==> config.mk <==
export PLATFORM = sky130hd
export DESIGN_NAME = immediate_gen
export DESIGN_NICKNAME = d
export VERILOG_FILES = /design/src/rtl/immediate_gen.sv
export SDC_FILE = /design/constraint.sdc
export NUM_CORES = 1
export LEC_CHECK = 0
export CORE_ASPECT_RATIO = 0.6
export CORE_MARGIN = 2
export CORE_UTILIZATION = 35
export DETAILED_ROUTE_END_ITERATION = 16
export PLACE_DENSITY = 0.67
export SYNTH_ARGS = -nofsm -noshare
export SYNTH_HDL_FRONTEND = slang
export SYNTH_SLANG_ARGS = --single-unit
==> constraint.sdc <==
create_clock -name clk -period 1 [get_ports clk]
set_input_delay 0.2 -clock clk [delete_from_list [all_inputs] [get_ports clk]]
set_output_delay 0.2 -clock clk [all_outputs]
set_load 0.01 [all_outputs]
==> src/rtl/immediate_gen.sv <==
// immediate_gen: registered RV32I immediate generator for the decode stage.
//
// Decodes the instruction format from the opcode (and funct3 for shift-immediates),
// builds the extended 32-bit immediate and a format tag, and registers both so the
// ALU operand mux and branch-target adder see them one cycle after the instruction.
//
// Ports:
//   clk          in   1   rising-edge clock
//   rst_n        in   1   asynchronous active-low reset
//   instr        in  32   instruction word
//   instr_valid  in   1   instr is meaningful this cycle; capture enable for imm_ext/imm_type
//   imm_ext      out 32   registered extended immediate
//   imm_type     out  3   registered format tag (0 NONE, 1 I, 2 S, 3 B, 4 U, 5 J, 6 I_SHAMT)
//   imm_valid    out  1   registered copy of instr_valid
module immediate_gen (
    input  logic        clk,
    input  logic        rst_n,
    input  logic [31:0] instr,
    input  logic        instr_valid,
    output logic [31:0] imm_ext,
    output logic [2:0]  imm_type,
    output logic        imm_valid
);

    // Format tags; encoding is visible on imm_type so values are pinned.
    typedef enum logic [2:0] {
        ImmNone   = 3'd0,
        ImmI      = 3'd1,
        ImmS      = 3'd2,
        ImmB      = 3'd3,
        ImmU      = 3'd4,
        ImmJ      = 3'd5,
        ImmIShamt = 3'd6
    } imm_type_e;

    localparam logic [6:0] OpLoad   = 7'b0000011;
    localparam logic [6:0] OpOpImm  = 7'b0010011;
    localparam logic [6:0] OpJalr   = 7'b1100111;
    localparam logic [6:0] OpStore  = 7'b0100011;
    localparam logic [6:0] OpBranch = 7'b1100011;
    localparam logic [6:0] OpLui    = 7'b0110111;
    localparam logic [6:0] OpAuipc  = 7'b0010111;
    localparam logic [6:0] OpJal    = 7'b1101111;

    localparam logic [2:0] F3Sll = 3'b001;
    localparam logic [2:0] F3Srx = 3'b101;

    logic [6:0] opcode;
    logic [2:0] funct3;
    logic       sign;

    assign opcode = instr[6:0];
    assign funct3 = instr[14:12];
    assign sign   = instr[31];

    // Candidate immediates for every format; the decoder below just picks one.
    logic [31:0] imm_i;
    logic [31:0] imm_shamt;
    logic [31:0] imm_s;
    logic [31:0] imm_b;
    logic [31:0] imm_u;
    logic [31:0] imm_j;

    assign imm_i     = {{20{sign}}, instr[31:20]};
    // Shift amount is zero-extended; funct7 (instr[31:25]) is deliberately ignored.
    assign imm_shamt = {27'b0, instr[24:20]};
    assign imm_s     = {{20{sign}}, instr[31:25], instr[11:7]};
    assign imm_b     = {{19{sign}}, instr[31], instr[7], instr[30:25], instr[11:8], 1'b0};
    assign imm_u     = {instr[31:12], 12'b0};
    assign imm_j     = {{11{sign}}, instr[31], instr[19:12], instr[20], instr[30:21], 1'b0};

    imm_type_e   type_dec;
    logic [31:0] imm_dec;

    always_comb begin
        type_dec = ImmNone;
        unique case (opcode)
            OpLoad, OpJalr: type_dec = ImmI;
            OpOpImm: begin
                if (funct3 == F3Sll || funct3 == F3Srx) begin
                    type_dec = ImmIShamt;
                end else begin
                    type_dec = ImmI;
                end
            end
            OpStore:       type_dec = ImmS;
            OpBranch:      type_dec = ImmB;
            OpLui, OpAuipc: type_dec = ImmU;
            OpJal:         type_dec = ImmJ;
            default:       type_dec = ImmNone;
        endcase
    end

    always_comb begin
        imm_dec = 32'b0;
        unique case (type_dec)
            ImmI:      imm_dec = imm_i;
            ImmIShamt: imm_dec = imm_shamt;
            ImmS:      imm_dec = imm_s;
            ImmB:      imm_dec = imm_b;
            ImmU:      imm_dec = imm_u;
            ImmJ:      imm_dec = imm_j;
            default:   imm_dec = 32'b0;
        endcase
    end

    // Output registers: immediate and tag only load on a valid instruction, so a
    // bubble leaves the last result in place; the valid flag tracks every edge.
    logic [31:0] imm_q, imm_d;
    imm_type_e   type_q, type_d;
    logic        valid_q, valid_d;

    always_comb begin
        imm_d   = imm_q;
        type_d  = type_q;
        valid_d = instr_valid;
        if (instr_valid) begin
            imm_d  = imm_dec;
            type_d = type_dec;
        end
    end

    always_ff @(posedge clk or negedge rst_n) begin
        if (!rst_n) begin
            imm_q   <= 32'b0;
            type_q  <= ImmNone;
            valid_q <= 1'b0;
        end else begin
            imm_q   <= imm_d;
            type_q  <= type_d;
            valid_q <= valid_d;
        end
    end

    assign imm_ext   = imm_q;
    assign imm_type  = type_q;
    assign imm_valid = valid_q;

endmodule

==> flow_summary.ini <==
[grt]
grt_first_pass_wirelength_um = 9860
grt_max_degree = 37
grt_usage_pct = 22.0
grt_overflow = 0
antenna_found_initial = 0
grt_pass1_vias = 1816

[synth]
yosys_warnings = 0
yosysTopAreaCell = dfrtp_1
ys_ff_latch = 36
synth_nets = 212
seq_area_frac_synth_pct = 49.7
synth.avg_cell_area_um2 = 10.2
synth_area_leaders = dfrtp_1 (50%), a211oi_2 (7.6%), o2bb2ai_1 (6.3%)
synth_cell_type_count = 36
synth_cells = 177
netlist_area_um2 = 1810
yosysTopAreaCellShare_pct = 49.7

[timing]
setup_viol = 65
slew_violations = 0
fin_ws_ns = -0.315
slew_headroom_pct = 76.5
finClkSkew_ns = 0
fin_crit_ns = 1.31
rsz0062_at_grt = true
finalCritPeriodShare_pct = 131
hold_viol = 0
fmax_ghz = 0.761
worstMarginPinSlew_ns = 0.352

[cells_and_area]
fin_nets = 354
fillers = 375
multi_input_area_um2 = 1130
regArea_um2 = 901
insertedDiodeCount = 0
layout_common_cells = buf_4 (57), dfrtp_1 (36), buf_2 (33), buf_6 (23), clkdlybuf4s50_1 (22)
syn2layout_area_growth_pct = 90.5
drive_gt1_share_pct = 58.3
layout_commonest_cell = buf_4
design_area_um2 = 3450

[critical_path]
cp_max_fo = 6
end_kind = flop
regToRegStartpoint = imm_ext[11]$_DFFE_PN0P_
r2r_cells = 4
start_kind = input pin
r2r-end = imm_ext[11]$_DFFE_PN0P_
cpMaxStageDelayCell = or3_4
path_cells = buf_8, or3_4, a211oi_4, nand2b_4, a21oi_4, a211oi_2
crit_required_ns = 1.20
max_stage_delay_ns = 0.41
crit_arrival_ns = 1.52
r2r_slack_ns = -0.05
worst-setup-path-type = in2reg

[clock_network]
clkLatencyLatePin_ns = 0.28
clock_path_buffers = 2
cts_tree = yes
h-tree-depth = 2
clkSinkCount = 36
path_clk_slew_ns = 0.07
cts_buffers = 5
cts-root-buf = clkbuf_8

[floorplanning]
coreArea_um2 = 5030
die_h_um = 59.8
die_x_um = 96.9
rows = 20
start_util_pct = 36.0
die-area_um2 = 5790
num_io_pins = 71

[worst_hold_path]
hp-start = instr[12]
hold_depth = 3
hold_end = imm_ext[12]$_DFFE_PN0P_
hold_path_class = in2reg

[drt]
drt_iter0_drc = 97
wl_um = 6520
antenna_left = 0
drc = 0
top_layer = met4
wl_met1_um = 3240
via_per_inst = 5.11
dr_wl_met3_um = 443
num_vias = 1969
wl_per_cell_um = 16.9
wl_met2_um = 2810
first_pass_iters = 4

[place]
hpwl_um = 3890
io_buffer_count = 70
gp_congestion = 0.827
place_area_um2 = 2890
pre_cts_slack_ns = -1.10

[power_and_ir_drop]
internal_power_mw = 2.39
peakVddDrop_mv = 0.738
sw_frac_of_total_pct = 27.5
p_switching_mw = 0.907
total_power_mw = 3.30
clkPwrFrac_pct = 29.7
seqPwrFrac_pct = 46.7
p_leak_nw = 1.64
power.density_nw_per_um2 = 956
combPwrFrac_pct = 23.6

[status]
failed_checks = setup timing
outcome = finished with violations

[flow_run]
drv_cap = 0
-- worst max-delay path: cells and delay by family --
family          cells  cell delay (ns)
compound gates      3             0.61
buf+inv             1             0.10
simple gates        2             0.62
-- synth_stat cells --
cell type,number
nand3b_1,1
nor2b_1,2
a22oi_1,4
nor2_1,25
clkbuf_1,7
a211o_2,1
nand4_1,1
dfrtp_1,36
nand2b_1,2
or2_0,1
a211oi_2,11
or3_1,1
buf_2,3
or2_2,1
a21boi_0,9
a21oi_1,8
or3_4,1
nand2_2,1
and3_1,2
nand3_1,3
o22ai_1,1
o31ai_2,1
nand2_1,17
inv_1,4
a21oi_2,1
and3b_1,1
a31oi_1,2
a21boi_1,1
o32ai_1,1
buf_6,2
a211oi_1,1
nor3_1,2
o2bb2ai_1,13
o211ai_1,3
nand4b_1,1
mux2i_1,6
-- worst max-delay path by stage --
stage / cells past startpoint / slack [ns] / end / start
finish: 6 / -0.31 / imm_ext[26]$_DFFE_PN0P_ / instr[2]
detailed placement: 6 / -1.10 / imm_ext[25]$_DFFE_PN0P_ / instr[2]
floorplan: 6 / -0.32 / imm_ext[21]$_DFFE_PN0P_ / instr[5]
CTS: 6 / -0.30 / imm_ext[26]$_DFFE_PN0P_ / instr[2]
global placement: 6 / -1.08 / imm_ext[30]$_DFFE_PN0P_ / instr[2]
global route: 9 / -0.33 / imm_ext[19]$_DFFE_PN0P_ / instr[2]
-- metal layers --
metal | GRT usage (%) | vias to the layer above
li1 | - | 924
met1 | 31.8 | 977
met2 | 33.0 | 63
met3 | 6.55 | 5
met4 | 4.83 | 0
met5 | 0 | -
-- area by class of cell --
cell class | count | area share, %
Sequential cell | 36 | 26.1
Timing Repair Buffer | 146 | 36.2
Inverter | 4 | 0.435
Multi-Input combinational cell | 126 | 32.7
Clock buffer | 6 | 2.10
Tap cell | 66 | 2.39
Clock inverter | 1 | 0.145
-- what timing repair did --
action / in CTS / in global routing
pin swaps: 39 / 14
resized for setup: 252 / 17
hold buffers: 1 / 0
cloned: 4 / 0
hold endpoints to repair: 36 / 0
endpoints found under the setup margin: 71 / 71
setup buffers: 16 / 13
-- registers in the layout, summed over array words and instances, names as in the netlist --
register / count
imm_type: 3
imm_ext: 32
imm_valid: 1
-- cells by family after synthesis --
kind of cell | Yosys count | synth area share (%)
simple gates | 62 | 15.9
buf+inv | 16 | 4.35
mux | 6 | 3.31
compound gates | 57 | 26.8
flops | 36 | 49.7
-- per-stage QoR --
step | cells | util (%) | hold WS [ns] | setup TNS (ns)
3_5_place_dp | 344 | 57.5 | 0.178 | -36.35
4_1_cts | 372 | 65.5 | 0.379 | -8.68
6_report | 385 | 68.7 | 0.238 | -9.22
3_3_place_gp | 344 | 57.5 | 0.178 | -36.06
2_1_floorplan | 177 | - | -0.0956 | -9.05
5_1_grt | 385 | 68.7 | 0.256 | -11.19
-- power groups by stage --
stage          Clock, mW  Combinational (mW)  Sequential [mW]
6_report           0.981               0.778             1.54
3_3_place_gp           0               0.651             1.57
5_1_grt             1.08               0.833             1.55
2_1_floorplan          0               0.210             1.59
4_1_cts            0.982               0.735             1.54
3_5_place_dp           0               0.657             1.57
Note: power is estimated with default switching activity, not from simulation.
